--- src/rtl/nn_cfg_pkg.sv ---
// nn_cfg_pkg: constants shared by the network configuration logic.
//   - default layer geometry (neuron counts, weights per neuron)
//   - config_type encodings for the word presented to a layer
//   - state encodings of the configuration sequencer FSM
package nn_cfg_pkg;

  localparam int DEF_L1_NN = 30;
  localparam int DEF_L1_NW = 784;
  localparam int DEF_L2_NN = 30;
  localparam int DEF_L2_NW = 30;
  localparam int DEF_L3_NN = 10;
  localparam int DEF_L3_NW = 30;

  localparam logic CFG_WEIGHT = 1'b0;
  localparam logic CFG_BIAS   = 1'b1;

  localparam logic [1:0] ST_IDLE   = 2'd0;
  localparam logic [1:0] ST_LOAD   = 2'd1;
  localparam logic [1:0] ST_FINISH = 2'd2;

endpackage

--- src/rtl/config_sequencer.sv ---
// config_sequencer: streams weight/bias words into a three-layer network.
// A pass accepts, per layer and per neuron, NW weights followed by one bias,
// and tags each word with its type, layer and neuron on the config_* bus.
//
// Ports
//   clk, rst            clock, synchronous active-high reset
//   start               begin a configuration pass (ignored while busy)
//   s_data/s_valid      incoming word stream
//   s_ready             word accepted on clk edge when s_valid && s_ready
//   config_in/valid     registered word to the layers, one cycle after accept
//   config_type         0 = weight, 1 = bias
//   config_layer_num    target layer 1..3
//   config_neuron_num   target neuron, zero-based
//   busy                pass in progress
//   done                single-cycle pulse, coincides with last config_valid
//
// state  | meaning
// -------+------------------------------------------------------------
// IDLE   | waiting for start; s_ready low, stream words are not consumed
// LOAD   | accepting words; counters advance on every accepted word
// FINISH | final word is on config_in; done pulses, back to IDLE next
module config_sequencer
  import nn_cfg_pkg::*;
#(
  parameter int L1_NN = DEF_L1_NN,
  parameter int L1_NW = DEF_L1_NW,
  parameter int L2_NN = DEF_L2_NN,
  parameter int L2_NW = DEF_L2_NW,
  parameter int L3_NN = DEF_L3_NN,
  parameter int L3_NW = DEF_L3_NW
) (
  input  logic        clk,
  input  logic        rst,
  input  logic        start,
  input  logic [31:0] s_data,
  input  logic        s_valid,
  output logic        s_ready,
  output logic [31:0] config_in,
  output logic        config_valid,
  output logic        config_type,
  output logic [1:0]  config_layer_num,
  output logic [4:0]  config_neuron_num,
  output logic        busy,
  output logic        done
);

  logic [1:0] state;
  logic [1:0] layer;
  logic [4:0] neuron;
  logic [9:0] wcnt;

  logic [4:0] last_neuron;
  logic [9:0] nw_sel;
  logic       accept;
  logic       is_bias;

  // Geometry of the layer currently being loaded.
  always_comb begin
    last_neuron = 5'(L1_NN - 1);
    nw_sel      = 10'(L1_NW);
    case (layer)
      2'd2: begin
        last_neuron = 5'(L2_NN - 1);
        nw_sel      = 10'(L2_NW);
      end
      2'd3: begin
        last_neuron = 5'(L3_NN - 1);
        nw_sel      = 10'(L3_NW);
      end
      default: ;
    endcase
  end

  assign s_ready = (state == ST_LOAD);
  assign accept  = s_valid & s_ready;
  // wcnt has already counted all NW weights of this neuron: this word is the bias.
  assign is_bias = (wcnt == nw_sel);
  assign busy    = (state != ST_IDLE);
  assign done    = (state == ST_FINISH);

  always_ff @(posedge clk) begin
    if (rst) begin
      state             <= ST_IDLE;
      layer             <= 2'd1;
      neuron            <= '0;
      wcnt              <= '0;
      config_in         <= '0;
      config_valid      <= 1'b0;
      config_type       <= CFG_WEIGHT;
      config_layer_num  <= 2'd1;
      config_neuron_num <= '0;
    end else begin
      config_valid <= 1'b0;
      case (state)
        ST_IDLE: begin
          if (start) begin
            state  <= ST_LOAD;
            layer  <= 2'd1;
            neuron <= '0;
            wcnt   <= '0;
          end
        end
        ST_LOAD: begin
          if (accept) begin
            config_valid      <= 1'b1;
            config_in         <= s_data;
            config_type       <= is_bias ? CFG_BIAS : CFG_WEIGHT;
            config_layer_num  <= layer;
            config_neuron_num <= neuron;
            if (!is_bias) begin
              wcnt <= wcnt + 10'd1;
            end else begin
              wcnt <= '0;
              if (neuron == last_neuron) begin
                neuron <= '0;
                if (layer == 2'd3) begin
                  // Wrap layer back to 1 so the counters never exceed their range.
                  layer <= 2'd1;
                  state <= ST_FINISH;
                end else begin
                  layer <= layer + 2'd1;
                end
              end else begin
                neuron <= neuron + 5'd1;
              end
            end
          end
        end
        ST_FINISH: state <= ST_IDLE;
        default:   state <= ST_IDLE;
      endcase
    end
  end

endmodule

--- config.mk ---
export PLATFORM = sky130hd
export DESIGN_NAME = config_sequencer
export DESIGN_NICKNAME = d
export VERILOG_FILES = /design/src/rtl/nn_cfg_pkg.sv /design/src/rtl/config_sequencer.sv
export SDC_FILE = /design/constraint.sdc
export NUM_CORES = 1
export LEC_CHECK = 0
export CORE_MARGIN = 1.5
export CORE_UTILIZATION = 46
export CTS_CLUSTER_SIZE = 20
export DETAILED_ROUTE_END_ITERATION = 6
export PLACE_DENSITY = 0.79
export SLEW_MARGIN = 20
export SYNTH_ARGS = -nofsm -noshare
export SYNTH_HDL_FRONTEND = slang
export SYNTH_SLANG_ARGS = --single-unit
--- constraint.sdc ---
create_clock -name clk -period 2.6 [get_ports clk]
set_input_delay 0.39 -clock clk [delete_from_list [all_inputs] [get_ports clk]]
set_output_delay 0.39 -clock clk [all_outputs]
set_load 0.005 [all_outputs]
==> flow_summary.yaml, run 1 <==
route:
  viasPerCell: 5.239
  final_antenna_net_count: 0
  remaining_drc_errors: 0
  wl_per_cell_um: 13.14
  routed_wl_um: 6097
  vias: 2431
  drt-pass1-iter-count: 4
  drt_iter0_markers: 110
critical_path:
  crit_path_cell_trace: "nand2b_1, inv_2, clkdlybuf4s50_1"
  r2r_cells: 6
  critical_path_arrival_ns: 1.81
  cpPeakStageDelay_ns: 0.55
  r2r_slack_ns: 0.46
  rr_startpoint: "layer[0]"
  end_kind: "output port"
  critPathCapture: "s_ready"
  cp_max_fo: 14
  critPathKind: "flop to output port"
  r2r-end: "neuron[2]"
  cp-start-kind: "flop"
  crit_path_top_delay_cell: "clkdlybuf4s50_1"
  critPathLaunch: "state[1]"
  cp.required_ns: 2.21
global_route:
  grt_pass1_vias: 2218
  globalRouteOverflowTotal: 0
  grt_start_max_net_pins: 43
  grt_pass1_wl_um: 10020
  grt_antenna_before_repair: 0
  grt_usage_pct: 21.14
timing:
  finalSetupViolCount: 0
  max_freq_mhz: 453.7
  worst_slew_pin_slew_ns: 0.7094
  final_max_slew_viol_count: 0
  rsz0062_at_grt: "no"
  skew_ns: 0.008056
  slew_headroom_pct: 52.71
  post-route-period-util_pct: 84.77
  fin_hold_ws_ns: 0.4528
  layout_min_cycle_time_ns: 2.204
  final.setup.tns_ns: 0
  hold_violations: 0
clocking:
  cts_tree: "done"
  clock_path_buffers: 2
  cts_resized: 0
  cts-root-buf: "clkbuf_8"
  ctsHoldBuffers: 0
  cts-buffers-inserted: 9
  cts.htree.levels: 3
  cts.sinks: 60
  post_cts_buffers: 0
  clk_latency_ns: 0.34
  clk_pin_slew_ns: 0.07
pwr:
  p_leak_nw: 1.288
  pwr-share-comb_pct: 14.7
  powerDensity_mw_per_mm2: 640.2
  intPower_w: 0.001744
  power_frac_seq_pct: 42.8
  finalPower_w: 0.002304
  swShare_pct: 24.31
  pwr-share-clk_pct: 42.5
  vdd_drop_max_mv: 0.4851
  power.switching_w: 0.0005600
floorplanning:
  die_x_um: 77.22
  start_util_pct: 48.68
  num_rows: 26
  core_area_mm2: 0.005205
  ios: 80
  fp.dieArea_mm2: 0.005962
  fp.dieH_um: 77.22
layout:
  multi_input_area_mm2: 0.001240
  synthToLayoutAreaGrowth_pct: 42.02
  seqCellArea_mm2: 0.001201
  final_common_cell: "nand2_1"
  antenna_cells_inserted: 0
  fin_area_mm2: 0.003598
  fin_nets: 431
  final_util_pct: 69.13
  drive_above_1_share_pct: 7.360
  final_cell_mix: "nand2_1 (95), clkdlybuf4s50_1 (78), dfxtp_1 (60)"
  nFillCells: 453
flow_run:
  max-cap-violations: 0
synthesis:
  synthCells: 313
  ys_seq_area_share_pct: 47.41
  yosysWarningCount: 0
  ys_ff_latch: 60
  syn_area_per_cell_um2: 8.095
  synth_edf_count: 0
  synthesis.nets: 355
  synth_area_mm2: 0.002534
  yosys_most_used_dff: "dfxtp_1"
  synth.distinct_cells: 44
  async_reset_ff_share_pct: 0
placement:
  gp_congestion: 0.8596
  dp_hpwl_um: 3993
  portBuffers: 79
  dpl_cell_area_mm2: 0.003363
run_status:
  status: "finished clean"
min_path:
  hold_class: "flop to flop"
  whs_path_depth: 2
[cell type report]
class	count	area share (%)
multi-input combinational	229	34.46
inverter	7	0.7302
timing repair buffer	82	22.46
clock buffer	12	4.590
clock inverter	4	1.947
sequential	60	33.38
tap	70	2.434
[sequential cells by signal, indices dropped and copies added, names as in the netlist]
name	cells
config_layer_num	2
config_in	32
config_neuron_num	5
wcnt	10
config_type	1
state	2
neuron	5
layer	2
config_valid	1
[cells in the mapped netlist, types with 3 or more instances]
cell type	n	area [µm²]
nand4_1	5	31.28
nand3_1	7	35.03
ha_1	6	75.07
nand2_1	95	356.6
nor2_1	5	18.77
or4_1	3	22.52
inv_1	6	22.52
a21oi_1	46	230.2
nor2b_1	3	18.77
xnor2_1	3	26.28
clkbuf_1	13	48.80
and3_1	6	37.54
nand2b_1	3	18.77
nor3_1	11	55.05
dfxtp_1	60	1201
o21ai_0	3	15.01
[per-stage QoR]
stage               setup slack, ns  instances
detailed placement           0.3310        448
floorplan                    0.6594        313
global route                 0.3001        464
finish                       0.3961        464
CTS                          0.4061        464
global placement             0.4052        448
[critical path: cells and delay by family (launching register included)]
kind | cells | cell delay, ns
flip-flops | 1 | 0.36
AND/OR/NAND/NOR | 1 | 0.30
buffers and inverters | 2 | 0.82
[power groups by stage]
stage | combinational, W | clock (W) | sequential (W)
3_5_place_dp | 0.000338 | 0 | 0.00101
3_3_place_gp | 0.000334 | 0 | 0.00101
2_1_floorplan | 0.000167 | 0 | 0.00101
5_1_grt | 0.000373 | 0.00104 | 0.000993
6_report | 0.000338 | 0.000978 | 0.000987
4_1_cts | 0.000342 | 0.000994 | 0.000987
[routing by layer]
metal / vias to the layer above / wire length, µm / global-route usage [%]
li1: 1221 / - / -
met1: 1124 / 2771 / 24.54
met2: 72 / 2874 / 35.26
met3: 14 / 292 / 5.357
met4: 0 / 159 / 11.82
met5: - / 0 / 0
[worst min-delay path by stage]
stage                        startpoint             to  slack, ns
after floorplan            config_in[0]   config_in[0]       0.45
after global placement    config_in[13]  config_in[13]       0.44
after detailed placement  config_in[24]  config_in[24]       0.45
after CTS                 config_in[24]  config_in[24]       0.45
after global routing       config_in[4]   config_in[4]       0.47
final                     config_in[24]  config_in[24]       0.45
[kinds of logic (layout without fill, tap and decap cells)]
family          Yosys count  in the layout  synth area share (%)
flops                    60             60                 47.41
compound gates           67             67                 15.95
xor+xnor                  5              5                 1.729
simple gates            149            149                 27.51
mux                       2              2                0.7902
fa+ha+maj                 6              6                 2.963
buf+inv                  24            105                 3.654
Note: power is estimated with default switching activity, not from simulation.
==> inputs of run 2 (changes only) <==
- clock period: 2.6 -> 2.06 ns (I/O delays scaled with it)
==> run 2 against run 1 <==
  * Sequential share of layout area shrank 0.67 points
  * Combinational power grew 37%
  * Sequential power grew 27%
  * Register-to-register slack lost 0.36 ns
  * Clock power shrank 11%
  * Final area grew 2.3%
  * Via count grew 4.2%
  * Critical endpoint is now neuron[3]
  * Largest cell class unchanged
==> flow_summary.yaml, run 2 (same netlist as run 1, synthesis figures left out) <==
timing:
  rsz0062_at_grt: "no"
  layout_min_cycle_time_ns: 1.963
  worst_slew_pin_slew_ns: 0.5406
  worst_slack_ns: 0.09706
  fin_hold_ws_ns: 0.4248
  post-route-period-util_pct: 95.29
  finalSetupViolCount: 0
  max_freq_mhz: 509.4
  skew_ns: 0.008883
  final_max_slew_viol_count: 0
  slew_headroom_pct: 63.66
  hold_violations: 0
floorplanning:
  fp.dieArea_mm2: 0.005962
  num_rows: 26
  fp.dieH_um: 77.22
  core_area_mm2: 0.005205
  ios: 80
  die_x_um: 77.22
  start_util_pct: 48.68
route:
  final_antenna_net_count: 0
  drt-pass1-iter-count: 4
  drt_iter0_markers: 174
  wl_per_cell_um: 13.10
  routed_wl_um: 6211
  viasPerCell: 5.342
  remaining_drc_errors: 0
  vias: 2532
global_route:
  grt_usage_pct: 21.63
  globalRouteOverflowTotal: 0
  grt_pass1_vias: 2339
  grt_antenna_before_repair: 0
  grt_pass1_wl_um: 10470
  grt_start_max_net_pins: 43
clocking:
  cts-buffers-inserted: 9
  cts.htree.levels: 3
  cts_tree: "done"
  clock_path_buffers: 2
  clk_pin_slew_ns: 0.07
  clk_latency_ns: 0.33
  ctsHoldBuffers: 0
  cts.sinks: 60
  cts-root-buf: "clkbuf_8"
layout:
  fin_nets: 443
  final_cell_mix: "nand2_1 (95), clkdlybuf4s50_1 (78), dfxtp_1 (58)"
  final_util_pct: 70.70
  drive_above_1_share_pct: 11.63
  synthToLayoutAreaGrowth_pct: 45.23
  fin_area_mm2: 0.003680
  regMostFlops: "config_in"
  reg.largest.list: "config_in: 32 flops, wcnt: 10 flops"
  largest_reg_flops: 32
  final_common_cell: "nand2_1"
  antenna_cells_inserted: 0
flow_run:
  max-cap-violations: 0
critical_path:
  critical_path_arrival_ns: 2.18
  r2r_slack_ns: 0.1
  cp_max_fo: 4
  end_kind: "flop"
  critPathKind: "flop to flop"
  cp.required_ns: 2.28
  cp-start-kind: "flop"
min_path:
  hold_class: "input port to flop"
placement:
  gp_congestion: 0.8628
  dp_hpwl_um: 4311
  dpl_cell_area_mm2: 0.003456
  portBuffers: 79
  place_ws_ns: -0.05916
pwr:
  p_leak_nw: 1.308
  vdd_drop_max_mv: 0.4669
  powerDensity_mw_per_mm2: 700.9
  finalPower_w: 0.002579
run_status:
  status: "finished clean"
==> run 2: path summary, 6_finish.rpt <==
path | cells after the start | from | end
worst max-delay path | 8 | layer[0] | neuron[3]
worst min-delay path | 2 | rst | config_valid
worst max register to register | 8 | layer[0] | neuron[3]
worst min register to register | 2 | config_in[6] | config_in[6]
==> run 2: critical path: stages (launching register included) <==
cell and delay [ns]:
dfxtp_2 0.35, inv_2 0.07, ha_2 0.19, o211ai_2 0.11, nor4b_4 0.40, o21ai_2 0.15, buf_4 0.17, a21o_1 0.17
a32o_1 0.24
==> run 2: repair_timing <==
item | CTS | global route
gates resized for setup | 2 | 9
setup endpoints to repair | 5 | 7
setup buffers | 0 | 3
endpoints found under the hold margin | 0 | 0
pin swaps | 1 | 4
==> run 2: routing by layer <==
layer | GRT usage [%] | up-vias | wire length [µm]
li1 | - | 1242 | -
met1 | 25.24 | 1183 | 2612
met2 | 36.49 | 94 | 3014
met3 | 5.476 | 13 | 435
met4 | 10.91 | 0 | 148
met5 | 0 | - | 0
==> run 2: stage by stage <==
step                TNS (ns)  std cells
finish                     0        474
global route               0        474
CTS                        0        471
detailed placement   -0.2224        457
global placement           0        457
floorplan                  0        313
==> run 2: report_power, final <==
part           internal, W  total [W]  switching, W
Clock             0.000449   0.000867      0.000418
Sequential         0.00121    0.00125     0.0000356
Combinational     0.000241   0.000464      0.000223
==> run 2: layout make-up <==
cell class	instances	area, µm²
clock buffer	11	141.4
timing repair buffer	94	923.4
inverter	7	26.28
sequential	60	1204
multi-input combinational	229	1282
tap	70	87.58
fill	427	1525
clock inverter	3	15.01
==> inputs of run 3 (changes only) <==
- HOLD_SLACK_MARGIN: not set -> 0.05
==> results of run 3 <==
The final DEF is identical to that of run 2; final timing and power are the same.
